File: src/rtl/data_mem_ctrl_if.sv
// Load/store-buffer side of the data memory controller: request, busy and load response.
interface data_mem_ctrl_if #(
  parameter int ADDR_WIDTH   = 32,
  parameter int LSB_ID_WIDTH = 3
);
  logic                    lsb2mem_en;
  logic                    lsb2mem_store_load;
  logic [ADDR_WIDTH-1:0]   lsb2mem_addr;
  logic [31:0]             lsb2mem_val;
  logic [2:0]              lsb2mem_type;
  logic [LSB_ID_WIDTH-1:0] lsb2mem_load_id;
  logic                    mem_busy;
  logic                    mem2lsb_load_en;
  logic [LSB_ID_WIDTH-1:0] mem2lsb_load_id;
  logic [31:0]             mem2lsb_load_val;

  modport master (
    output lsb2mem_en, lsb2mem_store_load, lsb2mem_addr, lsb2mem_val,
           lsb2mem_type, lsb2mem_load_id,
    input  mem_busy, mem2lsb_load_en, mem2lsb_load_id, mem2lsb_load_val
  );

  modport slave (
    input  lsb2mem_en, lsb2mem_store_load, lsb2mem_addr, lsb2mem_val,
           lsb2mem_type, lsb2mem_load_id,
    output mem_busy, mem2lsb_load_en, mem2lsb_load_id, mem2lsb_load_val
  );
endinterface

File: src/rtl/data_mem_ctrl.sv
// Byte-serial data memory controller for B/H/W loads and stores over an 8-bit RAM port.
// Optional macro DMEM_IO_STALL_EN: stall store bytes to the IO window while io_buffer_full is set.
module data_mem_ctrl #(
  parameter int ADDR_WIDTH   = 32,
  parameter int LSB_ID_WIDTH = 3
) (
  input  logic                  clk,
  input  logic                  rst_in,
  input  logic                  rdy_in,
  input  logic                  flush,
  data_mem_ctrl_if.slave        lsb,
  input  logic [7:0]            mem_din,
  output logic [7:0]            mem_dout,
  output logic [ADDR_WIDTH-1:0] mem_a,
  output logic                  mem_wr,
  input  logic                  io_buffer_full
);

  localparam logic [1:0] S_IDLE  = 2'd0;
  localparam logic [1:0] S_READ  = 2'd1;
  localparam logic [1:0] S_WRITE = 2'd2;
  localparam logic [1:0] S_DONE  = 2'd3;

  logic [1:0]              state_q, state_d;
  logic [2:0]              cnt_q, cnt_d;
  logic [ADDR_WIDTH-1:0]   addr_q, addr_d;
  logic [31:0]             val_q, val_d;
  logic [2:0]              type_q, type_d;
  logic [LSB_ID_WIDTH-1:0] id_q, id_d;

  logic [2:0]              nbytes;
  logic [2:0]              rd_idx;
  logic [ADDR_WIDTH-1:0]   wr_addr;
  logic                    io_stall;
  logic                    capture_en;
  logic                    load_fire;
  logic [31:0]             rd_data;
  logic [31:0]             load_ext;

  function automatic logic [2:0] byte_count(input logic [2:0] t);
    case (t)
      3'b000, 3'b100: return 3'd1;
      3'b001, 3'b101: return 3'd2;
      default:        return 3'd4;
    endcase
  endfunction

  assign nbytes  = byte_count(type_q);
  assign wr_addr = addr_q + ADDR_WIDTH'(cnt_q);

`ifdef DMEM_IO_STALL_EN
  assign io_stall = io_buffer_full && (wr_addr[17:16] == 2'b11);
`else
  logic unused_io_buffer_full;
  assign unused_io_buffer_full = io_buffer_full;
  assign io_stall              = 1'b0;
`endif

  // Byte k arrives on mem_din the cycle after its address, i.e. when cnt_q == k+1.
  assign capture_en = (state_q == S_READ) && rdy_in && !flush && (cnt_q != 3'd0);

  genvar gi;
  generate
    for (gi = 0; gi < 4; gi++) begin : g_lane
      logic [7:0] byte_q;
      logic       lane_we;

      assign lane_we = capture_en && (cnt_q == 3'(gi + 1));

      always_ff @(posedge clk or posedge rst_in) begin
        if (rst_in) begin
          byte_q <= 8'h00;
        end else if (lane_we) begin
          byte_q <= mem_din;
        end
      end

      assign rd_data[gi*8 +: 8] = byte_q;
    end
  endgenerate

  always_comb begin
    case (type_q)
      3'b000:  load_ext = {{24{rd_data[7]}}, rd_data[7:0]};
      3'b100:  load_ext = {24'h000000, rd_data[7:0]};
      3'b001:  load_ext = {{16{rd_data[15]}}, rd_data[15:0]};
      3'b101:  load_ext = {16'h0000, rd_data[15:0]};
      default: load_ext = rd_data;
    endcase
  end

  always_comb begin
    state_d = state_q;
    cnt_d   = cnt_q;
    addr_d  = addr_q;
    val_d   = val_q;
    type_d  = type_q;
    id_d    = id_q;
    if (rdy_in) begin
      case (state_q)
        S_IDLE: begin
          if (lsb.lsb2mem_en && !flush) begin
            addr_d  = lsb.lsb2mem_addr;
            val_d   = lsb.lsb2mem_val;
            type_d  = lsb.lsb2mem_type;
            id_d    = lsb.lsb2mem_load_id;
            cnt_d   = 3'd0;
            state_d = lsb.lsb2mem_store_load ? S_WRITE : S_READ;
          end
        end
        S_READ: begin
          if (flush) begin
            state_d = S_IDLE;
            cnt_d   = 3'd0;
          end else if (cnt_q == nbytes) begin
            state_d = S_DONE;
            cnt_d   = 3'd0;
          end else begin
            cnt_d = cnt_q + 3'd1;
          end
        end
        S_WRITE: begin
          // A store that has started always finishes; flush does not apply here.
          if (!io_stall) begin
            if (cnt_q == nbytes - 3'd1) begin
              state_d = S_IDLE;
              cnt_d   = 3'd0;
            end else begin
              cnt_d = cnt_q + 3'd1;
            end
          end
        end
        default: begin
          state_d = S_IDLE;
          cnt_d   = 3'd0;
        end
      endcase
    end
  end

  always_ff @(posedge clk or posedge rst_in) begin
    if (rst_in) begin
      state_q <= S_IDLE;
      cnt_q   <= 3'd0;
      addr_q  <= '0;
      val_q   <= 32'h0;
      type_q  <= 3'b000;
      id_q    <= '0;
    end else begin
      state_q <= state_d;
      cnt_q   <= cnt_d;
      addr_q  <= addr_d;
      val_q   <= val_d;
      type_q  <= type_d;
      id_q    <= id_d;
    end
  end

  // While frozen, keep re-reading the last issued byte so mem_din still holds it on resume.
  always_comb begin
    if (rdy_in && (cnt_q < nbytes)) begin
      rd_idx = cnt_q;
    end else if (cnt_q != 3'd0) begin
      rd_idx = cnt_q - 3'd1;
    end else begin
      rd_idx = 3'd0;
    end
  end

  always_comb begin
    case (state_q)
      S_READ:  mem_a = addr_q + ADDR_WIDTH'(rd_idx);
      S_WRITE: mem_a = wr_addr;
      default: mem_a = '0;
    endcase
  end

  assign mem_wr    = (state_q == S_WRITE) && rdy_in && !io_stall;
  assign mem_dout  = mem_wr ? val_q[{cnt_q[1:0], 3'b000} +: 8] : 8'h00;
  assign load_fire = (state_q == S_DONE) && rdy_in && !flush;

  assign lsb.mem_busy         = (state_q != S_IDLE);
  assign lsb.mem2lsb_load_en  = load_fire;
  assign lsb.mem2lsb_load_id  = load_fire ? id_q : '0;
  assign lsb.mem2lsb_load_val = load_fire ? load_ext : 32'h0;

endmodule
File: src/flat_wrapper.sv
// flat-port wrapper written by rule: the top's interface ports become plain ports
module data_mem_ctrl_flat 
#(
  parameter int ADDR_WIDTH   = 32,
  parameter int LSB_ID_WIDTH = 3
)
  (clk, rst_in, rdy_in, flush, mem_din, mem_dout, mem_a, mem_wr, io_buffer_full, lsb_lsb2mem_en, lsb_lsb2mem_store_load, lsb_lsb2mem_addr, lsb_lsb2mem_val, lsb_lsb2mem_type, lsb_lsb2mem_load_id, lsb_mem_busy, lsb_mem2lsb_load_en, lsb_mem2lsb_load_id, lsb_mem2lsb_load_val);
  data_mem_ctrl_if #(.ADDR_WIDTH(ADDR_WIDTH), .LSB_ID_WIDTH(LSB_ID_WIDTH)) lsb_i ();
  input  logic clk;
  input  logic rst_in;
  input  logic rdy_in;
  input  logic flush;
  input  logic [7:0] mem_din;
  output logic [7:0] mem_dout;
  output logic [ADDR_WIDTH-1:0] mem_a;
  output logic mem_wr;
  input  logic io_buffer_full;
  input wire logic [$bits(lsb_i.lsb2mem_en)-1:0] lsb_lsb2mem_en;
  input wire logic [$bits(lsb_i.lsb2mem_store_load)-1:0] lsb_lsb2mem_store_load;
  input wire logic [$bits(lsb_i.lsb2mem_addr)-1:0] lsb_lsb2mem_addr;
  input wire logic [$bits(lsb_i.lsb2mem_val)-1:0] lsb_lsb2mem_val;
  input wire logic [$bits(lsb_i.lsb2mem_type)-1:0] lsb_lsb2mem_type;
  input wire logic [$bits(lsb_i.lsb2mem_load_id)-1:0] lsb_lsb2mem_load_id;
  output wire logic [$bits(lsb_i.mem_busy)-1:0] lsb_mem_busy;
  output wire logic [$bits(lsb_i.mem2lsb_load_en)-1:0] lsb_mem2lsb_load_en;
  output wire logic [$bits(lsb_i.mem2lsb_load_id)-1:0] lsb_mem2lsb_load_id;
  output wire logic [$bits(lsb_i.mem2lsb_load_val)-1:0] lsb_mem2lsb_load_val;
  assign lsb_i.lsb2mem_en = lsb_lsb2mem_en;
  assign lsb_i.lsb2mem_store_load = lsb_lsb2mem_store_load;
  assign lsb_i.lsb2mem_addr = lsb_lsb2mem_addr;
  assign lsb_i.lsb2mem_val = lsb_lsb2mem_val;
  assign lsb_i.lsb2mem_type = lsb_lsb2mem_type;
  assign lsb_i.lsb2mem_load_id = lsb_lsb2mem_load_id;
  assign lsb_mem_busy = lsb_i.mem_busy;
  assign lsb_mem2lsb_load_en = lsb_i.mem2lsb_load_en;
  assign lsb_mem2lsb_load_id = lsb_i.mem2lsb_load_id;
  assign lsb_mem2lsb_load_val = lsb_i.mem2lsb_load_val;
  data_mem_ctrl #(.ADDR_WIDTH(ADDR_WIDTH), .LSB_ID_WIDTH(LSB_ID_WIDTH)) u_core (.clk(clk), .rst_in(rst_in), .rdy_in(rdy_in), .flush(flush), .lsb(lsb_i), .mem_din(mem_din), .mem_dout(mem_dout), .mem_a(mem_a), .mem_wr(mem_wr), .io_buffer_full(io_buffer_full));
endmodule
File: config.mk
export PLATFORM = sky130hd
export DESIGN_NAME = data_mem_ctrl_flat
export DESIGN_NICKNAME = d
export VERILOG_FILES = /design/src/rtl/data_mem_ctrl_if.sv /design/src/rtl/data_mem_ctrl.sv /design/src/flat_wrapper.sv
export SDC_FILE = /design/constraint.sdc
export NUM_CORES = 1
export LEC_CHECK = 0
export ABC_AREA = 0
export CAP_MARGIN = 40
export CORE_ASPECT_RATIO = 0.9
export CORE_UTILIZATION = 39
export CTS_CLUSTER_DIAMETER = 40
export DETAILED_ROUTE_END_ITERATION = 8
export PLACE_DENSITY = 0.7
export SLEW_MARGIN = 40
export SYNTH_ARGS = -nofsm -noshare
export SYNTH_HDL_FRONTEND = slang
export SYNTH_SLANG_ARGS = --single-unit
File: constraint.sdc
create_clock -name clk -period 8.1 [get_ports clk]
set_input_delay 2.43 -clock clk [delete_from_list [all_inputs] [get_ports clk]]
set_output_delay 2.43 -clock clk [all_outputs]
set_load 0.01 [all_outputs]
; Word level (Yosys, flattened, before mapping)
; Index checks and enable logic that the tools add are counted.
[word_totals]
ff_bits = 107
latchBits = 0
mem_bits_rw = 0
romBits = 0
output_inout_bits = 78
memories = 0
[op_classes]
addsub = 5
n_mul = 0
div_mod_pow = 0
magnitude_cmp = 1
n_eq_ne = 15
n_shift = 1
n_mux = 19
bitwise_logic = 0
reduce_logical = 22
[ops]
columns = operator, n
row1 = $pmux W32 S4, 1
row2 = $add A32 B3 Y32, 2
row3 = $pmux W32 S2, 1
row4 = $mux W32, 1
row5 = $shiftx A32 B6 Y8, 1
row6 = $mux W3, 7
row7 = $logic_and A1 B1 Y1, 12
row8 = $mux W2, 5
row9 = $eq A3 B3 Y1 const B, 3
row10 = $pmux W3 S3, 1
row11 = $mux W8, 1
row12 = $eq A3 B1 Y1 const B, 2
row13 = $eq A3 B2 Y1 const B, 2
row14 = $eq A3 B3 Y1, 2
row15 = $pmux W2 S3, 1
row16 = $pmux W3 S2, 1
row17 = $sub A3 B1 Y3 const B, 2
row18 = $eq A2 B2 Y1 const B, 2
row19 = $ne A2 B1 Y1 const B, 2
row20 = $reduce_and A4 Y1, 1
row21 = $reduce_or A2 Y1, 2
row22 = $add A3 B1 Y3 const B, 1
row23 = $logic_not A3 Y1, 1
row24 = $lt A3 B3 Y1, 1
row25 = 8 further kinds, 8

; Depth between registers and ports, before layout
; Gate-level depths: netlist (run 1).
[logic_depth]
depth_word = 8
mapped_depth = 18

; Worst setup path before layout (run 1)
; Ideal clock, no wire load.
[synth_path]
kind = input to output
startpoint = in rdy_in
endpoint = out mem_a[20]
t_arrival_ns = 4.857
t_required_ns = 5.670
slack_ns = 0.813
path_stages = 8
n_path_buf = 1
path_cell_list = a31oi_1 > mux2_2 > ha_1 > a21o_1 > or4b_1 > buf_2 > or4_1 > a21oi_1
[synth_between]
elab_chain_cells = 4
[synth_lines]
columns = item, line_no
row1 = "start, declared", flat_wrapper.sv:11  ; input logic rdy_in;
row2 = $logic_and A1 B1 Y1, data_mem_ctrl.sv:161  ; if (rdy_in && (cnt_q < nbytes)) begin
row3 = $mux W3, data_mem_ctrl.sv:161
row4 = $add A32 B3 Y32, data_mem_ctrl.sv:172  ; S_READ: mem_a = addr_q + ADDR_WIDTH'(rd_idx);
row5 = $pmux W32 S2, data_mem_ctrl.sv:171  ; case (state_q)
row6 = "end, declared", flat_wrapper.sv:15  ; output logic [ADDR_WIDTH-1:0] mem_a;
; Every way passes these cells.

; Worst setup path in the final report (run 1)
; Same ends and word-level chain as after synthesis.

==> flow_metrics.env, run 1 <==
export IMPL_power_total_mw=2.33
export IMPL_h_tree_depth=3
export IMPL_place_area_sq_um=7770
export IMPL_cts_hold_buffers=0
export IMPL_drtIter0Drc=169
export IMPL_clkTransAtPathRegs_ns=0.07
export IMPL_dieArea_sq_um=15400
export IMPL_skew_ns=0.00917
export IMPL_worst_path_stages=12
export IMPL_drc_errors=0
export IMPL_worst_slew_pin_slew_ns=0.737
export IMPL_maxCapViolCount=0
export IMPL_r2r_start="u_core.cnt_q[1]"
export IMPL_crit_top_cell="buf_4"
export IMPL_setup_ws_ns=0.108
export IMPL_drive_gt1_frac=0.236
export IMPL_place_gp_congestion=0.831
export IMPL_critPathBufInv=4
export IMPL_outcome="completed"
export IMPL_dp_hpwl_um=10500
export IMPL_rsz0062_at_grt="no"
export IMPL_cts_root_buf="clkbuf_16"
export IMPL_start_util=0.406
export IMPL_hold_class="flip-flop to flip-flop"
export IMPL_tns_ns=0
export IMPL_setup_viol=0
export IMPL_p_seq_frac=0.388
export IMPL_reg2reg_setup_slack_ns=5.30
export IMPL_r2r_end="u_core.g_lane[0].byte_q[6]"
export IMPL_fin_nets=790
export IMPL_place_ws_ns=-0.198
export IMPL_min_from="u_core.g_lane[0].byte_q[0]"
export IMPL_critPathMaxStageDelay_ns=0.50
export IMPL_grt_max_degree=70
export IMPL_ys_warn_count=0
export IMPL_async_flop_share=1.00
export IMPL_antenna_found_initial=0
export IMPL_vias=4651
export IMPL_clk_path_buf_depth=2
export IMPL_synth_area_sq_um=5820
export IMPL_comb_power_share=0.415
export IMPL_whs_endpoint="u_core.g_lane[0].byte_q[0]"
export IMPL_whs_path_depth=1
export IMPL_antenna_left=0
export IMPL_post_route_period_util=0.987
export IMPL_power_leakage_nw=3.46
export IMPL_finalHoldViolCount=0
export IMPL_coreArea_sq_um=14300
export IMPL_crit_path_cell_trace="clkdlybuf4s50_1, a31oi_2, buf_4, mux2_2, ha_2, fa_2, a21o_1, or4b_1, buf_4, or4_1, a21oi_1, dlygate4sd2_1"
export IMPL_avgSynthCellArea_sq_um=11.3
export IMPL_cp_top_family="buffers and inverters"
export IMPL_wl_um=15000
export IMPL_clockPowerShare=0.197
export IMPL_fin_util=0.566
export IMPL_crit_type="input pin to primary output"
export IMPL_slew_headroom=0.508
export IMPL_wire_per_inst_um=17.0
export IMPL_ys_seq_area_frac=0.460
export IMPL_overflow=0
export IMPL_crit_required_ns=5.67
export IMPL_grt_pass1_vias=4670
export IMPL_rows=41
export IMPL_numPlacedInstances=865
export IMPL_period_needed_ns=7.99
export IMPL_clk_latency_ns=0.35
export IMPL_syn_inst=514
export IMPL_dieWidth_um=131
export IMPL_grt_pass1_wl_um=24200
export IMPL_numCtsBuffers=9
export IMPL_cp_start_kind="input pin"
export IMPL_drt_first_pass_iters=5
export IMPL_clock_sinks=107
export IMPL_cp_arrival_ns=5.56
export IMPL_synth_main_ff_cell="dfrtp_1"
export IMPL_area_growth_pct=39.2
export IMPL_netlist_cell_type_count=45
export IMPL_ys_ff_latch=107
export IMPL_final_cells=883
export IMPL_stdcell_area_sq_um=8100
export IMPL_powerDensity_nw_per_um2=287
export IMPL_grt_usage=0.203
export IMPL_synth_edff_count=0
export IMPL_syn_nets=619
export IMPL_fmax_mhz=125
export IMPL_viasPerCell=5.27
export IMPL_diodes=0
export IMPL_slew_viol_final=0
export IMPL_power_internal_mw=1.50
export IMPL_switchingPower_mw=0.827
export IMPL_slowest_stage="or4_1"
export IMPL_hold_slack_ns=0.501
export IMPL_port_buffers=161
export IMPL_worst_setup_path_end_kind="primary output"
export IMPL_die_h_um=118
export IMPL_swShare=0.356
export IMPL_io_pins=163
export IMPL_ir_drop_uv=143
export IMPL_crit_fanout=11
export IMPL_r2r_cells=6
export IMPL_cts_tree="done"
[cells in the mapped netlist, types with 2 or more instances]
cell | instances | area, sq um
nor2_1 | 13 | 48.8
mux2_2 | 105 | 1180
nor2b_1 | 3 | 18.8
o21a_1 | 2 | 15.0
o31a_1 | 2 | 17.5
nand2_1 | 26 | 97.6
or4_1 | 10 | 75.1
xnor2_1 | 8 | 70.1
mux2i_1 | 5 | 50.1
buf_1 | 3 | 11.3
clkbuf_1 | 19 | 71.3
and2_1 | 12 | 75.1
and3_1 | 15 | 93.8
o31ai_1 | 11 | 82.6
a2111o_1 | 2 | 22.5
inv_1 | 33 | 124
nand3b_1 | 2 | 15.0
nand2b_1 | 4 | 25.0
nand3_1 | 10 | 50.1
nor4_1 | 3 | 18.8
dfrtp_1 | 107 | 2680
a211oi_1 | 2 | 15.0
xor2_1 | 4 | 35.0
a21oi_1 | 43 | 215
and4_1 | 3 | 26.3
ha_1 | 19 | 238
o21ai_0 | 12 | 60.1
or3_1 | 6 | 37.5
nand4_1 | 7 | 43.8
mux4_2 | 8 | 180
[repair_timing]
action | 4_1_cts | 5_1_grt
setup endpoints to repair | 16 | 2
gates resized for setup | 22 | 2
buffers inserted | 1 | 0
cloned | 1 | 0
pin swaps | 1 | 0
hold endpoints to repair | 0 | 0
[power groups by stage]
stage | registers [mW] | clock network [mW] | logic (mW)
2_1_floorplan | 0.843 | 0 | 0.609
3_3_place_gp | 0.887 | 0 | 0.966
3_5_place_dp | 0.908 | 0 | 0.993
4_1_cts | 0.899 | 0.476 | 0.969
5_1_grt | 0.931 | 0.498 | 1.06
6_report | 0.902 | 0.459 | 0.966
[sequential cells by signal (all words and copies together), names as in the netlist]
signal,flops
u_core.addr_q,32
u_core.id_q,3
u_core.state_q,2
u_core.val_q,32
u_core.type_q,3
u_core.g_lane.byte_q,32
u_core.cnt_q,3
[kinds of logic (layout without fill, tap and decap cells)]
| group | count (synthesis) | in the layout | synth area share |
|---|---|---|---|
| xor gates and xnor gates | 12 | 12 | 0.0181 |
| AOI/OAI and AO/OA | 80 | 81 | 0.0811 |
| and+or+nand+nor | 120 | 120 | 0.116 |
| DFF | 107 | 107 | 0.460 |
| muxes | 118 | 118 | 0.243 |
| buffers and inverters | 57 | 232 | 0.0370 |
| adders and majority gates | 20 | 20 | 0.0443 |
[how the worst max path moves through the flow]
stage            from         to
6_report       rdy_in  mem_a[20]
5_1_grt        rdy_in  mem_a[18]
4_1_cts        rdy_in  mem_a[19]
3_5_place_dp   rdy_in  mem_a[14]
3_3_place_gp   rdy_in  mem_a[20]
2_1_floorplan  rdy_in  mem_a[20]
[final cells by class]
type,count,area [sq um]
Clock buffer,11,243
Inverter,34,130
Fill cell,1226,6220
Clock inverter,5,65.1
Tap cell,193,241
Multi-Input combinational cell,351,2970
Sequential cell,107,2680
Timing Repair Buffer,182,1760
[layout by cell type (no fill, tap or decap), drive strengths merged, types with 2 or more instances in the layout]
master | Yosys | layout
dlygate4sd2 | 0 | 18
o21a | 2 | 2
or3 | 6 | 6
a211oi | 2 | 2
nor2b | 3 | 3
buf | 4 | 21
o31a | 2 | 2
nand4 | 8 | 8
nand2 | 26 | 26
and4 | 3 | 3
or4 | 10 | 10
and2 | 12 | 12
nand3b | 2 | 2
clkbuf | 19 | 11
ha | 19 | 19
mux2 | 105 | 105
mux4 | 8 | 8
o21ai | 13 | 13
inv | 34 | 38
xnor2 | 8 | 8
and3 | 15 | 15
mux2i | 5 | 5
clkdlybuf4s50 | 0 | 143
o31ai | 11 | 11
nor4 | 3 | 3
a2111o | 2 | 3
nand2b | 4 | 4
dfrtp | 107 | 107
nor2 | 13 | 13
nand3 | 10 | 10
a21oi | 43 | 43
xor2 | 4 | 4
[layer usage]
metal	share of wire	routed length, um	global-route usage	up-vias
li1	-	-	-	2189
met1	0.45	6700	0.270	2281
met2	0.47	7140	0.326	169
met3	0.073	1100	0.0632	12
met4	0.0066	99	0.0345	0
met5	0	0	0	-
No activity file was read; power rests on OpenSTA's default activity.
==> run 2, diff against run 1 <==
==> constraint.sdc (replaced) <==
create_clock -name clk -period 8.1 [get_ports clk]
set_input_delay 0.81 -clock clk [delete_from_list [all_inputs] [get_ports clk]]
set_output_delay 0.81 -clock clk [all_outputs]
set_load 0.01 [all_outputs]
==> flow_metrics.env, run 2 (synthesis results as in run 1) <==
export IMPL_drc_errors=0
export IMPL_crit_required_ns=7.29
export IMPL_crit_type="flip-flop to primary output"
export IMPL_h_tree_depth=3
export IMPL_power_internal_mw=1.50
export IMPL_worst_setup_path_end_kind="primary output"
export IMPL_clock_sinks=107
export IMPL_grt_pass1_wl_um=23400
export IMPL_die_h_um=118
export IMPL_maxCapViolCount=0
export IMPL_outcome="completed"
export IMPL_viasPerCell=5.25
export IMPL_clkTransAtPathRegs_ns=0.08
export IMPL_nFillCells=1200
export IMPL_numCtsBuffers=9
export IMPL_drive_gt1_frac=0.210
export IMPL_dieWidth_um=131
export IMPL_reg_top3="u_core.addr_q: 32 flops, u_core.g_lane.byte_q: 32 flops, u_core.val_q: 32 flops"
export IMPL_antenna_left=0
export IMPL_drtIter0Drc=321
export IMPL_area_growth_pct=36.8
export IMPL_vias=4534
export IMPL_grt_usage=0.194
export IMPL_clockPowerShare=0.191
export IMPL_tns_ns=0
export IMPL_r2r_start="u_core.cnt_q[1]"
export IMPL_crit_fanout=19
export IMPL_rsz0062_at_grt="no"
export IMPL_fin_util=0.556
export IMPL_dieArea_sq_um=15400
export IMPL_fin_nets=771
export IMPL_r2r_end="u_core.g_lane[0].byte_q[7]"
export IMPL_post_cts_buffers=0
export IMPL_setup_viol=0
export IMPL_cts_root_buf="clkbuf_16"
export IMPL_wire_per_inst_um=16.5
export IMPL_finalHoldViolCount=0
export IMPL_drt_first_pass_iters=5
export IMPL_place_gp_congestion=0.822
export IMPL_cp_start_kind="flip-flop"
export IMPL_hold_class="flip-flop to flip-flop"
export IMPL_clk_path_buf_depth=2
export IMPL_grt_pass1_vias=4587
export IMPL_antenna_found_initial=0
export IMPL_worst_slew_pin_slew_ns=0.750
export IMPL_whs_endpoint="u_core.g_lane[0].byte_q[0]"
export IMPL_slew_viol_final=0
export IMPL_min_from="u_core.g_lane[0].byte_q[0]"
export IMPL_final_common_cell="clkdlybuf4s50_1"
export IMPL_critPathMaxStageDelay_ns=0.76
export IMPL_swShare=0.355
export IMPL_io_pins=163
export IMPL_ir_drop_uv=167
export IMPL_diodes=0
export IMPL_coreArea_sq_um=14300
export IMPL_crit_path_cell_trace="or2_2, ha_1, inv_1, nand2b_1, ha_1, nor2b_1, o21ai_0, a31oi_1, mux2_2, ha_1, a21o_1, or4b_1, or4_1, a21oi_1, clkdlybuf4s50_1"
export IMPL_crit_top_cell="ha_1"
export IMPL_period_needed_ns=6.60
export IMPL_cts_tree="done"
export IMPL_fmax_mhz=151
export IMPL_dp_hpwl_um=10300
export IMPL_comb_power_share=0.422
export IMPL_start_util=0.406
export IMPL_clk_latency_ns=0.35
export IMPL_whs_path_depth=1
export IMPL_r2r_cells=6
export IMPL_register_area_sq_um=2680
export IMPL_rows=41
export IMPL_post_route_period_util=0.815
export IMPL_wl_um=14300
export IMPL_multi_input_area_sq_um=2940
export IMPL_cts_resized_gates=0
export IMPL_switchingPower_mw=0.821
export IMPL_slew_headroom=0.500
export IMPL_port_buffers=161
export IMPL_skew_ns=0.00761
export IMPL_cp_arrival_ns=5.79
export IMPL_grt_max_degree=43
export IMPL_mostFrequentLayoutCells="161 x clkdlybuf4s50_1, 106 x dfrtp_1, 105 x mux2_2, 43 x a21oi_1, 32 x inv_1"
export IMPL_overflow=0
export IMPL_cts_hold_buffers=0
export IMPL_power_leakage_nw=3.32
export IMPL_p_seq_frac=0.387
export IMPL_powerDensity_nw_per_um2=291
export IMPL_slowest_stage="or4b_1"
export IMPL_reg2reg_setup_slack_ns=5.41
==> run 2: cell count changes in the layout (fill, tap and decap cells not counted), sizes merged <==
| cell | change |
|---|---|
| buf | -18 |
| clkbuf | -1 |
| dlygate4sd2 | -18 |
| a2111o | -1 |
| clkdlybuf4s50 | +18 |
| clkinv | +2 |
| bufinv | -1 |
==> run 2: layout make-up <==
class / instances / area share
well taps: 193 / 0.0304
repair buffers: 164 / 0.209
clock buffers: 10 / 0.0300
multi-input cells: 350 / 0.370
flip-flops and latches: 107 / 0.337
clock inverters: 6 / 0.00818
inverters: 34 / 0.0164
==> run 2: worst max-delay path by stage <==
| stage | slack [ns] | end | start |
|---|---|---|---|
| 6_report | 1.50 | mem_a[18] | u_core.type_q[1] |
| 5_1_grt | 1.13 | mem_a[20] | u_core.type_q[1] |
| 4_1_cts | 1.49 | mem_a[18] | u_core.type_q[1] |
| 3_5_place_dp | 1.90 | mem_a[18] | u_core.type_q[1] |
| 3_3_place_gp | 2.00 | mem_a[20] | u_core.type_q[1] |
| 2_1_floorplan | 3.16 | mem_a[20] | u_core.type_q[0] |
==> run 2: per-layer routing <==
layer,vias to the layer above,share of wire,global-route usage
li1,2144,-,-
met1,2197,0.45,0.261
met2,185,0.47,0.313
met3,8,0.077,0.0495
met4,0,0.0053,0.0359
met5,-,0,0
==> run 2: power by group through the flow <==
stage	Sequential [mW]	Clock, mW	Combinational [mW]
after floorplan	0.843	0	0.609
after global placement	0.886	0	0.951
after detailed placement	0.905	0	0.981
after CTS	0.894	0.458	0.986
after global routing	0.928	0.482	1.08
final	0.897	0.442	0.978
==> run 2: per-stage QoR <==
step	hold slack (ns)	instances	setup slack, ns	power [mW]	cell area (sq um)
finish	0.501	864	1.50	2.32	7960
global route	0.522	864	1.13	2.48	7960
CTS	0.503	864	1.49	2.34	7950
detailed placement	0.485	848	1.90	1.89	7650
global placement	0.480	846	2.00	1.84	7600
floorplan	0.471	514	3.16	1.45	5820
==> run 2: critical path, delay by kind of cell (launching register included) <==
| family | cells | cell delay (ns) |
|---|---|---|
| DFF | 1 | 0.41 |
| muxes | 1 | 0.39 |
| and+or+nand+nor | 5 | 1.87 |
| adders and majority gates | 3 | 1.11 |
| AOI/OAI and AO/OA | 4 | 0.90 |
| buffers and inverters | 2 | 0.78 |
==> run 3, diff against run 2 <==
==> constraint.sdc (replaced) <==
create_clock -name clk -period 6.9 [get_ports clk]
set_input_delay 0.69 -clock clk [delete_from_list [all_inputs] [get_ports clk]]
set_output_delay 0.69 -clock clk [all_outputs]
set_load 0.01 [all_outputs]
==> flow_metrics.env, run 3 (synthesis results as in run 1) <==
export IMPL_port_buffers=161
export IMPL_grt_usage=0.194
export IMPL_period_needed_ns=6.47
export IMPL_skew_ns=0.0161
export IMPL_rows=41
export IMPL_grt_max_degree=66
export IMPL_viasPerCell=5.19
export IMPL_cts_root_buf="clkbuf_16"
export IMPL_hold_class="flip-flop to flip-flop"
export IMPL_clk_latency_ns=0.35
export IMPL_drtIter0Drc=291
export IMPL_final_common_cell="clkdlybuf4s50_1"
export IMPL_stdcell_area_sq_um=7950
export IMPL_slew_viol_final=0
export IMPL_register_area_sq_um=2680
export IMPL_h_tree_depth=3
export IMPL_powerDensity_nw_per_um2=344
export IMPL_io_pins=163
export IMPL_maxCapViolCount=0
export IMPL_post_cts_buffers=0
export IMPL_reg_top3="u_core.addr_q: 32 flops, u_core.g_lane.byte_q: 32 flops, u_core.val_q: 32 flops"
export IMPL_antenna_left=0
export IMPL_place_area_sq_um=7630
export IMPL_die_h_um=118
export IMPL_drc_errors=0
export IMPL_wl_um=14300
export IMPL_cp_start_kind="flip-flop"
export IMPL_r2r_cells=6
export IMPL_comb_power_share=0.418
export IMPL_worst_slew_pin_slew_ns=0.742
export IMPL_whs_endpoint="u_core.g_lane[0].byte_q[0]"
export IMPL_finalHoldViolCount=0
export IMPL_post_route_period_util=0.938
export IMPL_cts_hold_buffers=0
export IMPL_grt_pass1_vias=4644
export IMPL_start_util=0.406
export IMPL_diodes=0
export IMPL_rsz0062_at_grt="no"
export IMPL_crit_required_ns=6.21
export IMPL_multi_input_area_sq_um=2940
export IMPL_area_growth_pct=36.7
export IMPL_tns_ns=0
export IMPL_cp_arrival_ns=5.78
export IMPL_fin_nets=770
export IMPL_p_seq_frac=0.384
export IMPL_final_cells=863
export IMPL_overflow=0
export IMPL_dp_hpwl_um=10300
export IMPL_outcome="completed"
export IMPL_antenna_found_initial=0
export IMPL_switchingPower_mw=0.960
export IMPL_fmax_mhz=154
export IMPL_clockPowerShare=0.198
export IMPL_grt_pass1_wl_um=23400
export IMPL_dieArea_sq_um=15400
export IMPL_drive_gt1_frac=0.209
export IMPL_cts_resized_gates=0
export IMPL_crit_type="flip-flop to primary output"
export IMPL_coreArea_sq_um=14300
export IMPL_ir_drop_uv=191
export IMPL_power_leakage_nw=3.31
export IMPL_place_gp_congestion=0.830
export IMPL_slew_headroom=0.505
export IMPL_setup_viol=0
export IMPL_whs_path_depth=1
export IMPL_crit_start="u_core.type_q[1]"
export IMPL_numCtsBuffers=9
export IMPL_clk_path_buf_depth=2
export IMPL_clkTransAtPathRegs_ns=0.08
export IMPL_wire_per_inst_um=16.6
export IMPL_hold_slack_ns=0.503
export IMPL_power_total_mw=2.74
export IMPL_dieWidth_um=131
export IMPL_min_from="u_core.g_lane[0].byte_q[0]"
export IMPL_numPlacedInstances=847
export IMPL_vias=4475
export IMPL_r2r_end="u_core.g_lane[0].byte_q[1]"
export IMPL_swShare=0.350
export IMPL_mostFrequentLayoutCells="161 x clkdlybuf4s50_1, 106 x dfrtp_1, 105 x mux2_2, 43 x a21oi_1, 32 x inv_1"
export IMPL_r2r_start="u_core.cnt_q[1]"
export IMPL_drt_first_pass_iters=4
export IMPL_nFillCells=1212
export IMPL_crit_fanout=19
export IMPL_worst_setup_path_end_kind="primary output"
export IMPL_clock_sinks=107
export IMPL_reg2reg_setup_slack_ns=4.22
export IMPL_cts_tree="done"
export IMPL_power_internal_mw=1.78
[run 3: changes by cell type in the layout (fill, tap and decap cells not counted), sizes merged]
cell    delta
buf        -1
clkinv     +1
inv        -1
bufinv     +1
clkbuf     -1
[run 3: per-stage QoR]
stage                     utilization  worst slack, ns
after floorplan                     -             2.08
after global placement          0.531            0.941
after detailed placement        0.533            0.830
after CTS                       0.555            0.412
after global routing            0.556           0.0872
final                           0.556            0.427
[run 3: worst max-delay path, cell delays in order, from the launching register on]
cell and delay (ns):
dfrtp_1 0.41, or2_2 0.31, ha_1 0.46, inv_1 0.21, nand2b_1 0.07, ha_1 0.29
nor2b_1 0.12, o21ai_0 0.08, a31oi_1 0.36, mux2_2 0.40, ha_1 0.35, a21o_1 0.23
or4b_1 0.77, or4_1 0.60, a21oi_1 0.20, clkdlybuf4s50_1 0.57
[run 3: power by group through the flow]
stage               clock network (mW)  logic, mW  registers (mW)
detailed placement                   0       1.15            1.06
global placement                     0       1.12            1.04
global route                     0.587       1.26            1.09
finish                           0.543       1.14            1.05
floorplan                            0      0.715           0.989
CTS                              0.558       1.16            1.05
[run 3: area by class of cell]
class | instances | area share
inverter | 34 | 0.0164
clock inverter | 7 | 0.0116
multi-input combinational | 350 | 0.370
tap | 193 | 0.0304
timing repair buffer | 163 | 0.207
sequential | 107 | 0.337
clock buffer | 9 | 0.0283
[run 3: how the worst max path moves through the flow]
| stage | cells past startpoint | to | slack [ns] |
|---|---|---|---|
| 2_1_floorplan | 16 | mem_a[20] | 2.08 |
| 3_3_place_gp | 15 | mem_a[20] | 0.94 |
| 3_5_place_dp | 15 | mem_a[20] | 0.83 |
| 4_1_cts | 15 | mem_a[20] | 0.41 |
| 5_1_grt | 15 | mem_a[20] | 0.09 |
| 6_report | 15 | mem_a[20] | 0.43 |
[run 3: layer usage]
metal | vias to the layer above | share of wire | track usage
met4 | 0 | 0.014 | 0.0460
met5 | - | 0 | 0
met3 | 18 | 0.070 | 0.0459
met2 | 153 | 0.47 | 0.323
li1 | 2146 | - | -
met1 | 2158 | 0.45 | 0.251
